`config.mk`:
```
export PLATFORM = sky130hd
export DESIGN_NAME = mnist_frame_loader
export DESIGN_NICKNAME = d
export VERILOG_FILES = /design/src/rtl/mnist_frame_loader.sv
export SDC_FILE = /design/constraint.sdc
export NUM_CORES = 1
export LEC_CHECK = 0
export CORE_ASPECT_RATIO = 1.2
export CORE_UTILIZATION = 57
export DETAILED_ROUTE_END_ITERATION = 7
export GPL_ROUTABILITY_DRIVEN = 0
export PLACE_DENSITY = 0.82
export SLEW_MARGIN = 10
export SYNTH_ARGS = -nofsm -noshare
export SYNTH_HDL_FRONTEND = slang
export SYNTH_SLANG_ARGS = --single-unit
```
`constraint.sdc`:
```
create_clock -name clk -period 3.6 [get_ports clk]
set_input_delay 0.54 -clock clk [delete_from_list [all_inputs] [get_ports clk]]
set_output_delay 0.54 -clock clk [all_outputs]
set_load 0.02 [all_outputs]
```
`src/rtl/mnist_frame_loader.sv`:
```
// Frame sequencer between the UART link and the inference core: collects one
// sync-framed image into the image buffer, runs the core and reports the digit.
module mnist_frame_loader #(
  parameter int unsigned N_PIX     = 784,
  parameter logic [7:0]  SYNC_BYTE = 8'hA5,
  parameter int unsigned TIMEOUT   = 1_000_000
) (
  input  logic       clk,
  input  logic       rst,
  input  logic       rx_valid,
  input  logic [7:0] rx_data,
  output logic       img_we,
  output logic [9:0] img_addr,
  output logic [7:0] img_wdata,
  output logic       start,
  input  logic       done,
  input  logic [3:0] pred_in,
  output logic [3:0] pred_out,
  output logic       pred_valid,
  output logic       tx_valid,
  output logic [7:0] tx_data,
  input  logic       tx_ready,
  output logic       frame_err,
  output logic       loader_busy
);

  localparam int unsigned TO_W = (TIMEOUT > 1) ? $clog2(TIMEOUT) : 1;
  localparam logic [9:0]      LAST_PIX = 10'(N_PIX - 1);
  localparam logic [TO_W-1:0] TO_LAST  = TO_W'(TIMEOUT - 1);

  localparam logic [2:0] S_IDLE    = 3'd0;
  localparam logic [2:0] S_RECV    = 3'd1;
  localparam logic [2:0] S_FLUSH   = 3'd2;
  localparam logic [2:0] S_RUN     = 3'd3;
  localparam logic [2:0] S_REPORT  = 3'd4;
  localparam logic [2:0] S_RELEASE = 3'd5;

  logic [2:0]      state_q,     state_d;
  logic [9:0]      pix_cnt_q,   pix_cnt_d;
  logic [TO_W-1:0] to_cnt_q,    to_cnt_d;
  logic            img_we_q,    img_we_d;
  logic [9:0]      img_addr_q,  img_addr_d;
  logic [7:0]      img_wdata_q, img_wdata_d;
  logic            start_q,     start_d;
  logic [3:0]      pred_out_q,  pred_out_d;
  logic            pred_vld_q,  pred_vld_d;
  logic            tx_valid_q,  tx_valid_d;
  logic [7:0]      tx_data_q,   tx_data_d;
  logic            frame_err_q, frame_err_d;
  logic            busy_q,      busy_d;

  always_comb begin
    state_d     = state_q;
    pix_cnt_d   = pix_cnt_q;
    to_cnt_d    = to_cnt_q;
    img_we_d    = 1'b0;
    img_addr_d  = img_addr_q;
    img_wdata_d = img_wdata_q;
    start_d     = start_q;
    pred_out_d  = pred_out_q;
    pred_vld_d  = pred_vld_q;
    tx_valid_d  = tx_valid_q;
    tx_data_d   = tx_data_q;
    frame_err_d = 1'b0;

    case (state_q)
      S_IDLE: begin
        if (rx_valid && (rx_data == SYNC_BYTE)) begin
          state_d   = S_RECV;
          pix_cnt_d = '0;
          to_cnt_d  = '0;
        end
      end

      // Inside a frame every byte is payload, including one equal to the sync byte.
      S_RECV: begin
        if (rx_valid) begin
          img_we_d    = 1'b1;
          img_addr_d  = pix_cnt_q;
          img_wdata_d = rx_data;
          pix_cnt_d   = pix_cnt_q + 10'd1;
          to_cnt_d    = '0;
          if (pix_cnt_q == LAST_PIX) begin
            state_d = S_FLUSH;
          end
        end else if (to_cnt_q == TO_LAST) begin
          frame_err_d = 1'b1;
          to_cnt_d    = '0;
          state_d     = S_IDLE;
        end else begin
          to_cnt_d = to_cnt_q + 1'b1;
        end
      end

      S_FLUSH: begin
        start_d = 1'b1;
        state_d = S_RUN;
      end

      S_RUN: begin
        if (done) begin
          pred_out_d = pred_in;
          pred_vld_d = 1'b1;
          start_d    = 1'b0;
          tx_data_d  = 8'h30 + {4'h0, pred_in};
          tx_valid_d = 1'b1;
          state_d    = S_REPORT;
        end
      end

      S_REPORT: begin
        if (tx_valid_q && tx_ready) begin
          tx_valid_d = 1'b0;
          state_d    = S_RELEASE;
        end
      end

      // A done still high from the previous run must not complete the next frame.
      S_RELEASE: begin
        if (!done) begin
          state_d = S_IDLE;
        end
      end

      default: begin
        state_d    = S_IDLE;
        start_d    = 1'b0;
        tx_valid_d = 1'b0;
      end
    endcase

    busy_d = (state_d != S_IDLE);
  end

  always_ff @(posedge clk) begin
    if (rst) begin
      state_q     <= S_IDLE;
      pix_cnt_q   <= '0;
      to_cnt_q    <= '0;
      img_we_q    <= 1'b0;
      img_addr_q  <= '0;
      img_wdata_q <= '0;
      start_q     <= 1'b0;
      pred_out_q  <= '0;
      pred_vld_q  <= 1'b0;
      tx_valid_q  <= 1'b0;
      tx_data_q   <= '0;
      frame_err_q <= 1'b0;
      busy_q      <= 1'b0;
    end else begin
      state_q     <= state_d;
      pix_cnt_q   <= pix_cnt_d;
      to_cnt_q    <= to_cnt_d;
      img_we_q    <= img_we_d;
      img_addr_q  <= img_addr_d;
      img_wdata_q <= img_wdata_d;
      start_q     <= start_d;
      pred_out_q  <= pred_out_d;
      pred_vld_q  <= pred_vld_d;
      tx_valid_q  <= tx_valid_d;
      tx_data_q   <= tx_data_d;
      frame_err_q <= frame_err_d;
      busy_q      <= busy_d;
    end
  end

  assign img_we      = img_we_q;
  assign img_addr    = img_addr_q;
  assign img_wdata   = img_wdata_q;
  assign start       = start_q;
  assign pred_out    = pred_out_q;
  assign pred_valid  = pred_vld_q;
  assign tx_valid    = tx_valid_q;
  assign tx_data     = tx_data_q;
  assign frame_err   = frame_err_q;
  assign loader_busy = busy_q;

endmodule

```
## After elaboration in Yosys (flattened, before gate mapping)

Cells that the tools add are included.

- Register bits: 69
- Input bits: 17
- Output and inout bits: 36
- Logic and storage cells: 68

- Equality and inequality tests: 12
- $add $sub $neg: 3
- Muxes and demuxes: 22
- Reduce and logical (&&, ||, !) cells: 15
- Bitwise logic cells: 3

Operator list:

| cell | number |
|---|---|
| 20-bit 2-to-1 mux | 3 |
| 20-bit one-hot mux with 2 select lines | 1 |
| 3-bit 2-to-1 mux | 7 |
| 20-bit by 1-bit adder with 20-bit output, second input constant | 1 |
| 20-bit == test, second input constant | 1 |
| 10-bit 2-to-1 mux | 2 |
| 10-bit one-hot mux with 2 select lines | 1 |
| 3-bit one-hot mux with 6 select lines | 1 |
| 10-bit by 1-bit adder with 10-bit output, second input constant | 1 |
| 10-bit == test, second input constant | 1 |
| 8-bit == test, second input constant | 1 |
| 2-bit inequality test, second input constant | 4 |
| 2-bit AND reduction | 4 |
| 4-bit OR reduction | 2 |
| 6-bit by 4-bit adder with 7-bit output, first input constant | 1 |
| 3-bit by 2-bit == test with 1-bit output, second input constant | 2 |
| 3-bit == test, second input constant | 2 |
| 1-bit one-hot mux with 3 select lines | 2 |
| 3-bit AND reduction | 2 |
| 1-bit 2-to-1 mux | 5 |
| 3-bit by 1-bit == test with 1-bit output, second input constant | 1 |
| 3-bit zero test | 1 |
| 1-bit NOT | 3 |
| 3-bit nonzero test | 1 |
| other kinds (4) | 5 |

## Depth between registers and ports, before layout

- Depth after elaboration: 5
- Depth in mapped cells: 6
- Mapped depth without buffers: 5

## Worst setup path after synthesis

Ideal clock, no wire load.

- Path type: input port to flip-flop
- Start point: input rx_data[3]
- End point: register to_cnt_q[6]
- Cell stages on the path: 5
- Buffers on the path: 1
- Arrival: 1.950 ns
- Slack: 1.563 ns
- Library setup time: 0.086 ns
- Required time: 3.514 ns
- Cell sequence: and4bb_1 -> a31oi_2 -> buf_2 -> or4_1 -> a221oi_2

- Cells in the longest elaborated chain, start to end: 4

Ends and longest elaborated chain:

| what | RTL line | RTL |
|---|---|---|
| start, declared | 11 | `input logic [7:0] rx_data,` |
| 8-bit == test | 68 | `if (rx_valid && (rx_data == SYNC_BYTE)) begin` |
| 1-bit logical AND | 68 |  |
| 2-bit inequality test (no source line) | -- |  |
| 2-bit AND reduction (no source line) | -- |  |
| end signal, assigned | 153 | `to_cnt_q <= to_cnt_d;` |
| end, declared | 40 | `logic [TO_W-1:0] to_cnt_q, to_cnt_d;` |

Every way passes these cells.
A chain may end at the register's enable or synchronous reset.

## Worst setup path in the final report

- Start point: register to_cnt_q[5]
- End point: register to_cnt_q[2]

- Cells in the longest elaborated chain, start to end: 4

Ends and longest elaborated chain:

| what | RTL line | RTL |
|---|---|---|
| 20-bit == test | 86 | `end else if (to_cnt_q == TO_LAST) begin` |
| 20-bit 2-to-1 mux | 86 |  |
| 20-bit 2-to-1 mux | 77 | `if (rx_valid) begin` |
| 20-bit one-hot mux with 2 select lines | 66 | `case (state_q)` |

Every way passes these cells.

==> flow_summary.yaml <==
clock_network:
  clock-sinks: 61
  cts_resized: 0
  cts_tree: "built"
  clk_latency_ns: 0.35
  post-cts-setup-buffer-count: 0
  root_buffer: "clkbuf_8"
  holdBufCountCts: 0
  clk_pin_slew_worst_paths_ns: 0.07
  cts.path.max_buffers: 2
  numCtsBuffers: 9
  htree_levels: 3
timing:
  relSlewSlack: 0.343
  setup_tns_ns: 0
  hold_viol_final: 0
  layout_setup_ws_ns: 1.24
  fin_worst_skew_ns: 0.00875
  drv_slew: 0
  grt_setup_unrepaired: "false"
  clock.fmax_ghz: 0.424
  worst_pin_slew_ns: 0.973
  fin_crit_ns: 2.36
  finalCritPeriodShare: 0.656
  final-setup-viol-count: 0
finish:
  nFillCells: 392
  drive_above_1_share: 0.0864
  num-nets-final: 397
  fin_cells: 442
  antenna_cells: 0
  multiInputGateArea_sq_um: 1580
  synthToLayoutAreaGrowth_pct: 19.5
  area.sequential_sq_um: 1220
synthesis:
  synth_seq_cells: 61
  synth_flop_cell: "dfxtp_1"
  synthCells: 349
  synth_area_leaders: "dfxtp_1 (41%), nand2_1 (7.1%), a21oi_1 (4.5%), o31ai_1 (4.5%), or4_1 (4.5%)"
  synth_top_area_share: 0.408
  postSynthAreaPerCell_sq_um: 8.59
  yosys.cell_types.count: 51
  synth.yosys.warnings: 0
  synth_edf_count: 0
  yosysSeqAreaShare: 0.408
  async_flop_share: 0
  syn-cell-area_sq_um: 3000
  yosysTopAreaCell: "dfxtp_1"
status:
  status: "completed"
worst_hold_path:
  worstHoldPathCells: 2
  hold_end: "img_addr[3]$_SDFFE_PP0P_"
  hold_start: "img_addr[3]$_SDFFE_PP0P_"
  hp-class: "register to register"
floorplan:
  start_util: 0.598
  design.die.area_sq_um: 5550
  fp.coreArea_sq_um: 5010
  core.rowCount: 28
  die_x_um: 68.2
  chipHeight_um: 81.4
  io_pins: 53
global_route:
  grt_use_total: 0.278
  grt_pass1_wl_mm: 11.7
  first_global_vias: 2622
  grt_max_degree: 38
  grt_overflow: 0
  antenna_found_initial: 0
run:
  drv_cap: 0
placement:
  post-dp-hpwl_mm: 4.73
  io_buffers: 50
  placed_cells_incl_taps: 427
  dp_slack_ns: 0.894
power:
  pwr-share-clk: 0.422
  ir_drop_mv: 0.261
  p_leak_nw: 1.14
  pwr-share-comb: 0.037
  p_sw_frac: 0.235
  seqPwrFrac: 0.541
  internal_power_mw: 0.954
  power_density_nw_per_um2: 348
  netSwitchingPower_mw: 0.293
route:
  met1_length_mm: 3.07
  drt_wl_total_mm: 7.08
  first_iter_violations: 268
  wl_met2_mm: 3.53
  viasPerCell: 6.22
  highest_layer: "met4"
  dr_wl_met3_um: 282
  wl_per_cell_um: 16.0
  ant_nets: 0
  num_vias: 2750
  route.detailed.drc: 0
  dr.pass1.iters: 4
setup_path:
  path_cells: "nand2_1, or4_1, o21ai_2, a221oi_1"
  worst_r2r_startpoint: "to_cnt_q[5]$_SDFFE_PP0P_"
  r2r-end: "to_cnt_q[2]$_SDFFE_PP0P_"
  reg2reg_depth: 4
  cp.required_ns: 3.77
  cp_slowest_cell: "o21ai_2"
  startpoint_type: "register"
  worst-path-buf-inv: 0
  slowest_delay_ns: 0.81
  arrival_ns: 2.53
  regToRegSetupSlack_ns: 1.24
  cp-end-kind: "register"
  critPathMaxFanout: 18
  path_class: "register to register"
  cp.depth: 4
  critPathTopFamily: "compound AO/OA/AOI/OAI gates"
[routing by layer]
metal | vias up | global-route usage
met5 | - | 0
met4 | 0 | 0.123
met3 | 19 | 0.0667
met2 | 62 | 0.461
met1 | 1307 | 0.335
li1 | 1362 | -
[stage by stage]
step	power [mW]	hold slack (ns)	utilization	cell area, sq um
floorplan	0.714	0.453	-	3000
global placement	0.735	0.441	0.682	3420
detailed placement	0.736	0.447	0.682	3420
CTS	1.25	0.456	0.715	3580
global route	1.29	0.474	0.715	3580
finish	1.25	0.455	0.715	3580
[logic make-up after synthesis]
logic type,after synthesis,synth area share
adder cells (fa/ha/maj),2,0.00835
other,1,0.00125
multiplexers,9,0.0301
flip-flops,61,0.408
buffers and inverters,43,0.0664
AND/OR/NAND/NOR,149,0.277
AO/OA/AOI/OAI,84,0.209
[Yosys cell counts (5+ instances only)]
master    number
dfxtp_1       61
nand2_1       57
a21oi_1       27
clkbuf_1      22
o31ai_1       18
or4_1         18
a221oi_1      12
nand3_1       12
nor2_1        12
buf_4          9
mux2i_1        9
inv_1          8
nand4_1        8
a221oi_2       6
nand2b_1       6
o21ai_0        6
and4_1         5
nor4_1         5
[how the worst max path moves through the flow]
stage	endpoint	slack (ns)	from
2_1_floorplan	to_cnt_q[6]$_SDFFE_PP0P_	1.56	rx_data[3]
3_3_place_gp	to_cnt_q[12]$_SDFFE_PP0P_	1.0	rx_valid
3_5_place_dp	to_cnt_q[17]$_SDFFE_PP0P_	0.89	rx_valid
4_1_cts	to_cnt_q[2]$_SDFFE_PP0P_	1.25	to_cnt_q[5]$_SDFFE_PP0P_
5_1_grt	to_cnt_q[11]$_SDFFE_PP0P_	1.09	rx_valid
6_report	to_cnt_q[2]$_SDFFE_PP0P_	1.24	to_cnt_q[5]$_SDFFE_PP0P_
[registers in the layout, indices dropped and copies added (netlist names)]
signal and count:
img_addr 10, img_wdata 8, state_q 3, frame_err 1
start 1, img_we 1, pix_cnt_q 10, tx_data 2
loader_busy 1, pred_out 3, to_cnt_q 20, tx_valid 1
[cell usage in the layout, fill, tap and decap left out, types with 3 or more instances in the layout]
cell type and n:
dfxtp_1 61, nand2_1 57, clkdlybuf4s50_1 49, a21oi_1 27
or4_1 18, o31ai_1 18, nor2_1 12, nand3_1 12
a221oi_1 12, clkbuf_8 10, mux2i_1 9, nand4_1 8
inv_1 8, nand2b_1 6, a221oi_2 6, o21ai_0 6
nor4_1 5, and4_1 5, clkinv_2 4, and3_1 3
nor3b_1 3, or3_1 3
[worst reg2reg max path, delay by kind of cell, from the launching register on]
kind	cells	cell delay [ns]
AO/OA/AOI/OAI	2	1.06
flip-flops	1	0.42
AND/OR/NAND/NOR	2	0.71
[layout make-up]
cell class	instances	area share
Clock inverter	5	0.00768
Clock buffer	10	0.0384
Multi-Input combinational cell	246	0.441
Tap cell	60	0.0210
Timing Repair Buffer	52	0.143
Sequential cell	61	0.341
Inverter	8	0.00838
[power by group through the flow]
stage / logic (mW) / registers [mW] / clock network [mW]
2_1_floorplan: 0.0235 / 0.690 / 0
3_3_place_gp: 0.0449 / 0.690 / 0
3_5_place_dp: 0.0460 / 0.690 / 0
4_1_cts: 0.0461 / 0.675 / 0.533
5_1_grt: 0.0498 / 0.674 / 0.562
6_report: 0.0460 / 0.675 / 0.526
No activity file was read; power rests on OpenSTA's default activity.
